File: src/rtl/if_stage_if.sv
// Fetch-stage bus: control inputs, instruction memory port and IF/ID outputs.
// The master modport is the surrounding pipeline; the slave is the fetch stage.
interface if_stage_if;
    logic        start_i;
    logic        stall_i;
    logic        redirect_i;
    logic [31:0] target_i;
    logic [31:0] instr_i;
    logic [31:0] pc_o;
    logic [31:0] pc_plus4_o;
    logic [31:0] ifid_pc4_o;
    logic [31:0] ifid_instr_o;
    logic        ifid_valid_o;
    logic [31:0] fetch_cnt_o;
    logic        running_o;

    modport master (
        output start_i, stall_i, redirect_i, target_i, instr_i,
        input  pc_o, pc_plus4_o, ifid_pc4_o, ifid_instr_o,
        input  ifid_valid_o, fetch_cnt_o, running_o
    );

    modport slave (
        input  start_i, stall_i, redirect_i, target_i, instr_i,
        output pc_o, pc_plus4_o, ifid_pc4_o, ifid_instr_o,
        output ifid_valid_o, fetch_cnt_o, running_o
    );
endinterface

File: src/rtl/if_stage.sv
// Instruction-fetch stage: PC register, imem address and IF/ID register.
// Stall beats redirect beats sequential fetch; reset beats everything.
module if_stage #(
    parameter logic [31:0] RESET_PC  = 32'h0000_0000,
    parameter logic [31:0] NOP_INSTR = 32'h0000_0000
) (
    input  logic       clk_i,
    input  logic       rst_i,
    if_stage_if.slave  bus
);

    typedef enum logic {IDLE, RUN} state_e;

    typedef struct packed {
        logic [31:0] pc4;
        logic [31:0] instr;
        logic        valid;
    } ifid_t;

    localparam ifid_t BUBBLE = '{pc4: 32'h0, instr: NOP_INSTR, valid: 1'b0};

    state_e      state_q, state_d;
    logic [31:0] pc_q, pc_d;
    logic [31:0] cnt_q, cnt_d;
    ifid_t       ifid_q, ifid_d;
    logic [31:0] pc_plus4;

    assign pc_plus4 = pc_q + 32'd4;

    always_comb begin
        state_d = state_q;
        pc_d    = pc_q;
        cnt_d   = cnt_q;
        ifid_d  = ifid_q;
        unique case (state_q)
            IDLE: begin
                pc_d   = RESET_PC;
                ifid_d = BUBBLE;
                if (bus.start_i) begin
                    state_d = RUN;
                end
            end
            RUN: begin
                if (bus.stall_i) begin
                    pc_d = pc_q;
                end else if (bus.redirect_i) begin
                    // Wrong-path instruction in IF is squashed.
                    pc_d   = bus.target_i & 32'hFFFF_FFFC;
                    ifid_d = BUBBLE;
                end else begin
                    pc_d   = pc_plus4;
                    ifid_d = '{pc4: pc_plus4, instr: bus.instr_i, valid: 1'b1};
                    cnt_d  = cnt_q + 32'd1;
                end
            end
            default: state_d = IDLE;
        endcase
    end

    always_ff @(posedge clk_i) begin
        if (rst_i) begin
            state_q <= IDLE;
            pc_q    <= RESET_PC;
            cnt_q   <= 32'h0;
            ifid_q  <= BUBBLE;
        end else begin
            state_q <= state_d;
            pc_q    <= pc_d;
            cnt_q   <= cnt_d;
            ifid_q  <= ifid_d;
        end
    end

    assign bus.pc_o         = pc_q;
    assign bus.pc_plus4_o   = pc_plus4;
    assign bus.ifid_pc4_o   = ifid_q.pc4;
    assign bus.ifid_instr_o = ifid_q.instr;
    assign bus.ifid_valid_o = ifid_q.valid;
    assign bus.fetch_cnt_o  = cnt_q;
    assign bus.running_o    = (state_q == RUN);

endmodule

File: src/flat_wrapper.sv
// flat-port wrapper written by rule: the top's interface ports become plain ports
module if_stage_flat 
#(
    parameter logic [31:0] RESET_PC  = 32'h0000_0000,
    parameter logic [31:0] NOP_INSTR = 32'h0000_0000
)
  (clk_i, rst_i, bus_start_i, bus_stall_i, bus_redirect_i, bus_target_i, bus_instr_i, bus_pc_o, bus_pc_plus4_o, bus_ifid_pc4_o, bus_ifid_instr_o, bus_ifid_valid_o, bus_fetch_cnt_o, bus_running_o);
  if_stage_if bus_i ();
  input  logic clk_i;
  input  logic rst_i;
  input wire logic [$bits(bus_i.start_i)-1:0] bus_start_i;
  input wire logic [$bits(bus_i.stall_i)-1:0] bus_stall_i;
  input wire logic [$bits(bus_i.redirect_i)-1:0] bus_redirect_i;
  input wire logic [$bits(bus_i.target_i)-1:0] bus_target_i;
  input wire logic [$bits(bus_i.instr_i)-1:0] bus_instr_i;
  output wire logic [$bits(bus_i.pc_o)-1:0] bus_pc_o;
  output wire logic [$bits(bus_i.pc_plus4_o)-1:0] bus_pc_plus4_o;
  output wire logic [$bits(bus_i.ifid_pc4_o)-1:0] bus_ifid_pc4_o;
  output wire logic [$bits(bus_i.ifid_instr_o)-1:0] bus_ifid_instr_o;
  output wire logic [$bits(bus_i.ifid_valid_o)-1:0] bus_ifid_valid_o;
  output wire logic [$bits(bus_i.fetch_cnt_o)-1:0] bus_fetch_cnt_o;
  output wire logic [$bits(bus_i.running_o)-1:0] bus_running_o;
  assign bus_i.start_i = bus_start_i;
  assign bus_i.stall_i = bus_stall_i;
  assign bus_i.redirect_i = bus_redirect_i;
  assign bus_i.target_i = bus_target_i;
  assign bus_i.instr_i = bus_instr_i;
  assign bus_pc_o = bus_i.pc_o;
  assign bus_pc_plus4_o = bus_i.pc_plus4_o;
  assign bus_ifid_pc4_o = bus_i.ifid_pc4_o;
  assign bus_ifid_instr_o = bus_i.ifid_instr_o;
  assign bus_ifid_valid_o = bus_i.ifid_valid_o;
  assign bus_fetch_cnt_o = bus_i.fetch_cnt_o;
  assign bus_running_o = bus_i.running_o;
  if_stage #(.RESET_PC(RESET_PC), .NOP_INSTR(NOP_INSTR)) u_core (.clk_i(clk_i), .rst_i(rst_i), .bus(bus_i));
endmodule
File: config.mk
export PLATFORM = sky130hd
export DESIGN_NAME = if_stage_flat
export DESIGN_NICKNAME = d
export VERILOG_FILES = /design/src/rtl/if_stage_if.sv /design/src/rtl/if_stage.sv /design/src/flat_wrapper.sv
export SDC_FILE = /design/constraint.sdc
export NUM_CORES = 1
export LEC_CHECK = 0
export BUFFER_PORTS_ARGS = -buffer_cell sky130_fd_sc_hd__clkbuf_2
export CAP_MARGIN = 40
export CORE_MARGIN = 8
export CORE_UTILIZATION = 40
export CTS_CLUSTER_SIZE = 8
export DETAILED_ROUTE_END_ITERATION = 7
export PLACE_DENSITY_LB_ADDON = 0.15
export SLEW_MARGIN = 20
export SYNTH_ARGS = -nofsm -noshare
export SYNTH_HDL_FRONTEND = slang
export SYNTH_SLANG_ARGS = --single-unit
File: constraint.sdc
create_clock -name clk_i -period 2.3 [get_ports clk_i]
set_clock_uncertainty 0.15 [all_clocks]
set_input_delay 0.46 -clock clk_i [delete_from_list [all_inputs] [get_ports clk_i]]
set_output_delay 0.46 -clock clk_i [all_outputs]
set_load 0.02 [all_outputs]
# == Yosys cells after proc, flatten, opt, wreduce, memory -nomap -nowiden ==
# Cells that the tools add are included.
# totals
ff_bits,130
word_cells,21
# op_classes
add_sub_neg,2
eq_ne,1
muxes,8
bitwise_logic,3
n_reduce_logical,1
# op_table
operator,n
$mux 65,2
$pmux 65 s2,1
$mux 32,2
$pmux 32 s2,1
$add 32x1->32 const B,1
$add 32x3->32 const B,1
$not 1->1,3
$reduce_and 3->1,1
$mux 1,2
$ne 2x2->1 const B,1

# == Longest topological paths before layout ==
# Gate-level depths: netlist (run 1).
# logic_depth
depth_word,4
depth_mapped,7
depth_no_buf,6

# == Worst setup path after synthesis (run 1) ==
# No wires, ideal clock.
# synth_timing
path_type,register -> output
startpoint,reg u_core.pc_q[8] (netlist: u_core.bus.pc_o[8])
endpoint,out bus_pc_plus4_o[15]
t_arrival_ps,1830
required_ps,1690
setup_slack_ps,-140
path_stages_with_launch,5
n_path_buf,1
path_cell_list,dfxtp_1 -> clkbuf_2 -> nand4_2 -> or4_1 -> xnor2_1
# synth_between
elab_chain_cells,1
# synth_rtl
element,line,text
from (decl),if_stage.sv:23,"logic [31:0] pc_q, pc_d;"
from (signal assigned),if_stage.sv:68,pc_q <= pc_d;
$add 32x3->32,if_stage.sv:28,assign pc_plus4 = pc_q + 32'd4;
to (decl),flat_wrapper.sv:17,output wire logic [$bits(bus_i.pc_plus4_o)-1:0] bus_pc_plus4_o;
# Every way passes these cells.

# == Worst setup path in the final report (run 1) ==
# layout_timing
startpoint,reg u_core.pc_q[14] (netlist: u_core.bus.pc_o[14])
endpoint,out bus_pc_plus4_o[30]
# The elaborated chain is that of the path after synthesis.

==> report_table.html, run 1 <==
<table>
<tr><th>Metric</th><th>Value</th></tr>
<tr><th colspan="2">STA</th></tr>
<tr><td>Max transition margin</td><td>64.7%</td></tr>
<tr><td>Total negative slack</td><td>-6.38 ns</td></tr>
<tr><td>Measured slew at the worst slew-check pin</td><td>approximately 0.53 ns</td></tr>
<tr><td>Unrepaired setup endpoints after global routing</td><td>true</td></tr>
<tr><td>Max Clk Rate</td><td>between 0.3 and 0.4 GHz</td></tr>
<tr><td>Min Clock Period, post-route</td><td>~2.7 ns</td></tr>
<tr><td>Worst hold margin</td><td>~0.11 ns</td></tr>
<tr><td>Max Transition Viols Final</td><td>0</td></tr>
<tr><td>Worst setup slack after layout</td><td>-0.405 ns</td></tr>
<tr><td>Count of endpoints failing hold in the final timing report</td><td>0</td></tr>
<tr><td>Final period util</td><td>118%</td></tr>
<tr><td>Setup violations, final</td><td>25</td></tr>
<tr><th colspan="2">Floorplanning</th></tr>
<tr><td>Total I/O pin count</td><td>between 200 and 250</td></tr>
<tr><td>Die Area</td><td>~18,000 um^2</td></tr>
<tr><td>Core region area</td><td>between 10,000 and 15,000 um^2</td></tr>
<tr><td>Horizontal die dimension</td><td>between 100 and 150 um</td></tr>
<tr><td>Row count</td><td>43</td></tr>
<tr><td>Starting Density</td><td>40.7%</td></tr>
<tr><td>Die height</td><td>around 130 um</td></tr>
<tr><th colspan="2">Final layout</th></tr>
<tr><td>Leading cell types in the layout, fill and taps excluded</td><td>clkbuf_2, dfxtp_1, nor2_1</td></tr>
<tr><td>Antenna Diode Count</td><td>0</td></tr>
<tr><td>Proportion of layout cells with a drive suffix above 1</td><td>roughly 44%</td></tr>
<tr><td>Area of all placed cells without fillers</td><td>8730 um^2</td></tr>
<tr><td>Most frequent standard cell in the layout excluding fill and tap cells</td><td>clkbuf_2</td></tr>
<tr><td>Cell Count, Final, Fillers Out</td><td>about 1,100</td></tr>
<tr><td>Net count of the finished layout</td><td>1,010</td></tr>
<tr><td>Fill cells</td><td>1,193</td></tr>
<tr><td>Area grow syn2layout</td><td>55.4%</td></tr>
<tr><td>Final Core Density</td><td>a little over three fifths</td></tr>
<tr><th colspan="2">Yosys</th></tr>
<tr><td>Number of enable-type register cells in the synthesized netlist</td><td>0</td></tr>
<tr><td>Total of flip-flops plus latches after synthesis</td><td>roughly 130</td></tr>
<tr><td>Count of different cell masters after synthesis</td><td>54</td></tr>
<tr><td>Average instance area after synthesis</td><td>8.60 um^2</td></tr>
<tr><td>Synth Warn #</td><td>0</td></tr>
<tr><td>Primary flip-flop cell chosen by synthesis mapping</td><td>dfxtp_1</td></tr>
<tr><td>Summed instance area of the synthesized netlist</td><td>roughly 5600 um^2</td></tr>
<tr><td>Async SR Flop Fraction</td><td>0%</td></tr>
<tr><td>Number of standard cells after synthesis</td><td>roughly 650</td></tr>
<tr><td>Share of synthesized area occupied by flip-flops and latches</td><td>between 40% and 50%</td></tr>
<tr><th colspan="2">Hold path</th></tr>
<tr><td>Classification of the worst-slack hold path</td><td>in -&gt; reg</td></tr>
<tr><th colspan="2">Clock network</th></tr>
<tr><td>Number of buffers on the longest clock path</td><td>2</td></tr>
<tr><td>Clock input transition at the sequential cells of the worst setup and hold paths</td><td>roughly 0.060 ns</td></tr>
<tr><td>CTS tree</td><td>done</td></tr>
<tr><td>CTS H-tree depth</td><td>4</td></tr>
<tr><td>Sink Count</td><td>~130</td></tr>
<tr><td>Num CTS Buffers</td><td>17</td></tr>
<tr><td>CTS Hold Bufs</td><td>0</td></tr>
<tr><td>Later-pin clock latency in the skew report</td><td>approximately 0.42 ns</td></tr>
<tr><td>Library cell used as clock root buffer</td><td>clkbuf_16</td></tr>
<tr><th colspan="2">Pwr</th></tr>
<tr><td>Psw</td><td>approximately 1.2 mW</td></tr>
<tr><td>Share of total power in sequential cells</td><td>between 30% and 40%</td></tr>
<tr><td>Peak ir drop on the vdd network</td><td>approximately 0.47 mV</td></tr>
<tr><td>Clock share of power</td><td>between 50% and 60%</td></tr>
<tr><td>Portion of total power attributed to combinational logic</td><td>roughly 6.7%</td></tr>
<tr><td>Cell area power density</td><td>644 nW/um^2</td></tr>
<tr><td>Power Internal</td><td>around 4.4 mW</td></tr>
<tr><td>Switching Share</td><td>between 20% and 30%</td></tr>
<tr><td>LEAKAGE</td><td>~4 nW</td></tr>
<tr><td>Final Total Pwr</td><td>5.63 mW</td></tr>
<tr><th colspan="2">Drt</th></tr>
<tr><td>Final Routed Wirelength</td><td>20.2 mm</td></tr>
<tr><td>Via count of the routed design</td><td>6,006</td></tr>
<tr><td>Number of iterations in the first detailed-routing pass</td><td>5</td></tr>
<tr><td>Detailed-route wire length per cell</td><td>17.9 um</td></tr>
<tr><td>Detailed router's first-iteration violation count</td><td>361</td></tr>
<tr><td>Vias per Instance</td><td>about 5.3</td></tr>
<tr><td>DRC violation count after routing</td><td>0</td></tr>
<tr><td>ANT nets after route</td><td>0</td></tr>
<tr><th colspan="2">GRT</th></tr>
<tr><td>Total GRT Usage</td><td>a little over a fifth</td></tr>
<tr><td>Vias in the first global route</td><td>about 6,000</td></tr>
<tr><td>Pin count of the biggest net entering global routing</td><td>52</td></tr>
<tr><td>First-pass GRT wire length</td><td>approximately 31 mm</td></tr>
<tr><td>Aggregate global routing overflow</td><td>0</td></tr>
<tr><td>Antenna violations before repair</td><td>0</td></tr>
<tr><th colspan="2">Placed design</th></tr>
<tr><td>Placed Instances</td><td>around 1,100</td></tr>
<tr><td>Quantity of I/O buffers inserted on ports</td><td>224</td></tr>
<tr><td>Placed inst area</td><td>7290 um^2</td></tr>
<tr><td>Post-Place Worst Slack</td><td>-0.0272 ns</td></tr>
<tr><td>HPWL after DPL</td><td>14.5 mm</td></tr>
<tr><td>Routability cong.</td><td>around 0.87</td></tr>
<tr><th colspan="2">Setup path</th></tr>
<tr><td>Register-to-register setup slack</td><td>-0.02 ns</td></tr>
<tr><td>Required time of the critical path</td><td>approximately 1.7 ns</td></tr>
<tr><td>Kind of start point of the critical path</td><td>flip-flop</td></tr>
<tr><td>Data arrival time of the critical path</td><td>around 2.1 ns</td></tr>
<tr><td>Top fanout value on the critical path</td><td>3</td></tr>
<tr><td>Type of the setup path with the least slack</td><td>reg -&gt; out</td></tr>
<tr><td>Kind of end point of the critical path</td><td>output pin</td></tr>
<tr><th colspan="2">Status</th></tr>
<tr><td>Outcome</td><td>finished, violations left</td></tr>
<tr><td>Violated checks</td><td>setup timing</td></tr>
<tr><th colspan="2">Flow run</th></tr>
<tr><td>Total of max-cap violations</td><td>0</td></tr>
</table>
## Yosys cell counts, types with 8 or more instances
cell	n	share of area, %
dfxtp_1	127	45
nor2_1	86	5.7
a22oi_1	56	7.5
nand2_1	52	3.5
xor2_1	34	5.3
clkbuf_1	31	2.1
nand4_1	30	3.3
a21oi_1	25	2.2
o21ai_0	23	2.0
inv_1	22	1.5
nand3_1	22	2.0
xnor2_1	21	3.3
and3_1	14	1.6
o22ai_1	13	1.4
nor4_1	9	1.0
and4_1	8	1.2
nor3_1	8	0.71
## power groups by stage
stage / registers, mW / logic, mW / clock network (mW)
after detailed placement: 2.29 / 0.351 / 0
final: 2.24 / 0.378 / 3.01
after global routing: 2.24 / 0.408 / 3.16
after floorplan: 2.31 / 0.160 / 0
after global placement: 2.29 / 0.346 / 0
after CTS: 2.24 / 0.367 / 3.04
## layout make-up
cell class / instances / area, um^2 / area share [%]
multi-input combinational: 453 / 3150 / 36.1
sequential: 127 / 2570 / 29.4
timing repair buffer: 318 / 2050 / 23.5
clock buffer: 22 / 474 / 5.43
tap: 180 / 225 / 2.58
clock inverter: 9 / 181 / 2.08
inverter: 22 / 82.6 / 0.945
## critical path: stages (launching register included)
cell      delay (ns)
dfxtp_2         0.35
nand4_1         0.22
nor4b_4         0.30
buf_4           0.18
nand4b_1        0.17
xnor2_2         0.26
clkbuf_8        0.20
## final timing paths
path                             start                        end  depth (start not counted)
max reg2reg        u_core.bus.pc_o[14]        u_core.bus.pc_o[30]                         10
min reg2reg  u_core.bus.ifid_pc4_o[31]  u_core.bus.ifid_pc4_o[31]                          2
min                        bus_start_i       u_core.bus.running_o                          3
max                u_core.bus.pc_o[14]         bus_pc_plus4_o[30]                          6
## per-layer routing
| layer | vias to the layer above | wire, um | track usage, % |
|---|---|---|---|
| met2 | 242 | 9560 | 34.0 |
| met3 | 22 | 1770 | 8.17 |
| met4 | 0 | 251 | 6.80 |
| li1 | 2891 | - | - |
| met1 | 2851 | 8620 | 26.4 |
| met5 | - | 0 | 0 |
## flip-flops by register name, indices dropped and copies added (netlist names)
name and cells:
u_core.bus.running_o 1, u_core.bus.ifid_instr_o 32, u_core.bus.ifid_valid_o 1, u_core.bus.ifid_pc4_o 31
u_core.bus.fetch_cnt_o 32, u_core.bus.pc_o 30
## kinds of logic (layout without fill, tap and decap cells)
family          after synthesis  count (layout)  share of synthesized area (%)
buf+inv                      77             371                           6.10
other cells                   1               4                         0.0667
fa+ha+maj                     2               2                          0.445
xor+xnor                     55              55                           8.57
simple gates                254             254                           23.1
compound gates              136             136                           16.1
mux                           2               2                          0.378
flops                       127             127                           45.2
## what timing repair did
item                       4_1_cts  5_1_grt
resized for setup               90       46
setup endpoints to repair       26       28
setup buffers                   19       12
pin swaps                       21       15
(Power assumes the default switching activity.)
==> run 2, diff against run 1 <==
- BUFFER_PORTS_ARGS: -buffer_cell sky130_fd_sc_hd__clkbuf_2 -> default
- DONT_BUFFER_PORTS: default -> 1
==> run 2 against run 1 <==
  * Register-to-register slack improved by 0.08 ns
  * Clock-buffer cell count fell by 5
  * Critical path depth did not move
  * Non-clock buffer count fell by 187
  * Combinational power fell by 29%
  * The run ends with hold timing, setup timing left
  * Hold slack got worse by 0.11 ns
  * Maximum frequency rose by 1.6%
==> report_table.html, run 2 (synthesis gave the netlist of run 1 again) <==
<table>
<tr><th>Metric</th><th>Value</th></tr>
<tr><th colspan="2">Final layout</th></tr>
<tr><td>Leading cell types in the layout, fill and taps excluded</td><td>dfxtp_1, buf_4, nor2_1</td></tr>
<tr><td>Antenna Diode Count</td><td>0</td></tr>
<tr><td>Fill cells</td><td>around 1,200</td></tr>
<tr><td>Net count of the finished layout</td><td>about 820</td></tr>
<tr><td>Final Core Density</td><td>a little under three fifths</td></tr>
<tr><td>Most frequent standard cell in the layout excluding fill and tap cells</td><td>dfxtp_1</td></tr>
<tr><td>Proportion of layout cells with a drive suffix above 1</td><td>a little under a third</td></tr>
<tr><td>Area grow syn2layout</td><td>37.4%</td></tr>
<tr><th colspan="2">STA</th></tr>
<tr><td>Min Clock Period, post-route</td><td>~2.7 ns</td></tr>
<tr><td>Max Clk Rate</td><td>between 0.3 and 0.4 GHz</td></tr>
<tr><td>Final period util</td><td>116%</td></tr>
<tr><td>Unrepaired setup endpoints after global routing</td><td>true</td></tr>
<tr><td>Setup violations, final</td><td>24</td></tr>
<tr><td>Measured slew at the worst slew-check pin</td><td>0.533 ns</td></tr>
<tr><td>Max transition margin</td><td>around 64%</td></tr>
<tr><td>Worst setup slack after layout</td><td>-0.363 ns</td></tr>
<tr><td>Worst hold margin</td><td>-0.000433 ns</td></tr>
<tr><td>Count of endpoints failing hold in the final timing report</td><td>1</td></tr>
<tr><td>Max Transition Viols Final</td><td>0</td></tr>
<tr><th colspan="2">Placed design</th></tr>
<tr><td>Routability cong.</td><td>about 0.87</td></tr>
<tr><td>Post-Place Worst Slack</td><td>0.00108 ns</td></tr>
<tr><td>Quantity of I/O buffers inserted on ports</td><td>0</td></tr>
<tr><td>HPWL after DPL</td><td>about 14 mm</td></tr>
<tr><th colspan="2">Setup path</th></tr>
<tr><td>List of cells traversed by the critical path</td><td>nand4_1, nor4b_4, buf_4, nand4_1, xor2_1, inv_2</td></tr>
<tr><td>Cell depth of the worst setup path</td><td>6</td></tr>
<tr><td>Register-to-register setup slack</td><td>0.06 ns</td></tr>
<tr><td>Crit path buf inv count</td><td>2</td></tr>
<tr><td>Top fanout value on the critical path</td><td>4</td></tr>
<tr><td>Critical path's largest stage delay</td><td>~0.37 ns</td></tr>
<tr><td>Required time of the critical path</td><td>about 1.7 ns</td></tr>
<tr><td>Data arrival time of the critical path</td><td>approximately 2.1 ns</td></tr>
<tr><td>Kind of end point of the critical path</td><td>output pin</td></tr>
<tr><td>Number of cells traversed by the worst register-to-register path</td><td>9</td></tr>
<tr><td>Type of the setup path with the least slack</td><td>reg -&gt; out</td></tr>
<tr><td>Dominant delay contributor by cell family on the critical path</td><td>simple AND/OR/NAND/NOR gates</td></tr>
<tr><td>Max stage delay cell, worst path</td><td>nor4b_4</td></tr>
<tr><td>Kind of start point of the critical path</td><td>flip-flop</td></tr>
<tr><td>Critical Path Most Common Cell</td><td>nand4_1</td></tr>
<tr><th colspan="2">Floorplanning</th></tr>
<tr><td>Row count</td><td>43</td></tr>
<tr><td>Starting Density</td><td>between 40% and 50%</td></tr>
<tr><td>Horizontal die dimension</td><td>135 um</td></tr>
<tr><td>Die Area</td><td>~18,000 um^2</td></tr>
<tr><td>Core region area</td><td>roughly 14,000 um^2</td></tr>
<tr><td>Die height</td><td>between 100 and 150 um</td></tr>
<tr><td>Total I/O pin count</td><td>around 230</td></tr>
<tr><th colspan="2">Clock network</th></tr>
<tr><td>Clock input transition at the sequential cells of the worst setup and hold paths</td><td>0.06 ns</td></tr>
<tr><td>CTS H-tree depth</td><td>4</td></tr>
<tr><td>Num CTS Buffers</td><td>17</td></tr>
<tr><td>Number of buffers on the longest clock path</td><td>2</td></tr>
<tr><td>CTS tree</td><td>done</td></tr>
<tr><td>Library cell used as clock root buffer</td><td>clkbuf_16</td></tr>
<tr><td>Later-pin clock latency in the skew report</td><td>around 0.43 ns</td></tr>
<tr><td>Sink Count</td><td>about 130</td></tr>
<tr><th colspan="2">GRT</th></tr>
<tr><td>Pin count of the biggest net entering global routing</td><td>~90</td></tr>
<tr><td>Total GRT Usage</td><td>about a fifth</td></tr>
<tr><td>Aggregate global routing overflow</td><td>0</td></tr>
<tr><td>First-pass GRT wire length</td><td>approximately 30 mm</td></tr>
<tr><td>Antenna violations before repair</td><td>0</td></tr>
<tr><td>Vias in the first global route</td><td>approximately 5,400</td></tr>
<tr><th colspan="2">Pwr</th></tr>
<tr><td>Cell area power density</td><td>roughly 660 nW/um^2</td></tr>
<tr><td>Final Total Pwr</td><td>approximately 5.1 mW</td></tr>
<tr><td>LEAKAGE</td><td>3.11 nW</td></tr>
<tr><td>Peak ir drop on the vdd network</td><td>about 0.50 mV</td></tr>
<tr><th colspan="2">Status</th></tr>
<tr><td>Outcome</td><td>finished, violations left</td></tr>
<tr><td>Violated checks</td><td>hold timing, setup timing</td></tr>
<tr><th colspan="2">Drt</th></tr>
<tr><td>ANT nets after route</td><td>0</td></tr>
<tr><td>Final Routed Wirelength</td><td>19.7 mm</td></tr>
<tr><td>DRC violation count after routing</td><td>0</td></tr>
<tr><td>Vias per Instance</td><td>approximately 5.7</td></tr>
<tr><td>Detailed router's first-iteration violation count</td><td>between 300 and 400</td></tr>
<tr><td>Detailed-route wire length per cell</td><td>approximately 21 um</td></tr>
<tr><td>Via count of the routed design</td><td>between 5,000 and 6,000</td></tr>
<tr><td>Number of iterations in the first detailed-routing pass</td><td>6</td></tr>
<tr><th colspan="2">Flow run</th></tr>
<tr><td>Total of max-cap violations</td><td>0</td></tr>
<tr><th colspan="2">Hold path</th></tr>
<tr><td>Classification of the worst-slack hold path</td><td>in -&gt; reg</td></tr>
<tr><td>Hold path depth</td><td>1</td></tr>
</table>
[run 2: changes by cell type in the layout (fill, tap and decap cells not counted), moves of 4 or more]
cell / before / now
clkbuf_8: 10 / 0
buf_4: 80 / 100
inv_6: 0 / 6
inv_8: 0 / 4
buf_2: 4 / 0
inv_2: 2 / 14
clkbuf_2: 201 / 0
bufinv_16: 5 / 0
inv_1: 20 / 8
[run 2: layout make-up]
cell class	instances	area (um^2)	area share [%]
well taps	180	225	2.92
repair buffers	131	1170	15.2
clock buffers	17	425	5.51
clock inverters	15	139	1.80
multi-input cells	453	3110	40.2
inverters	22	82.6	1.07
flip-flops and latches	127	2570	33.3
[run 2: power by group]
part | leakage [nW] | switching (mW) | internal (mW)
Sequential | 1.03 | 0.0313 | 2.22
Combinational | 1.80 | 0.175 | 0.0940
Clock | 0.274 | 1.14 | 1.43
Total | 3.11 | 1.35 | 3.74
[run 2: repair_timing]
action                     in CTS  in global routing
gates cloned                    0                  0
setup endpoints to repair      26                 26
pin swaps                      28                 20
resized for setup              86                 30
hold endpoints to repair       87                  0
hold buffers                    2                  0
setup buffers                  11                 17
[run 2: metal layers]
layer / part of all wire (%) / global-route usage [%] / up-vias
li1: - / - / 2519
met1: 40 / 24.3 / 2611
met2: 47 / 33.0 / 237
met3: 11 / 9.21 / 18
met4: 1.7 / 7.42 / 0
met5: 0 / 0 / -
[run 2: stage by stage]
| stage | area (um^2) | hold slack, ns | TNS, ns | std cells |
|---|---|---|---|---|
| 2_1_floorplan | 5670 | 0.380 | -0.0897 | 657 |
| 3_3_place_gp | 6440 | 0.389 | 0 | 884 |
| 3_5_place_dp | 6440 | 0.397 | 0 | 884 |
| 4_1_cts | 7480 | 0.00487 | -4.82 | 929 |
| 5_1_grt | 7720 | 0.00478 | -7.30 | 945 |
| 6_report | 7720 | -0.000433 | -5.52 | 945 |
[run 2: worst paths after layout]
path,start,endpoint
max,u_core.bus.pc_o[14],bus_pc_plus4_o[27]
max reg2reg,u_core.bus.pc_o[14],u_core.bus.ifid_pc4_o[25]
min,rst_i,u_core.bus.pc_o[11]
min reg2reg,u_core.bus.ifid_pc4_o[31],u_core.bus.ifid_pc4_o[31]
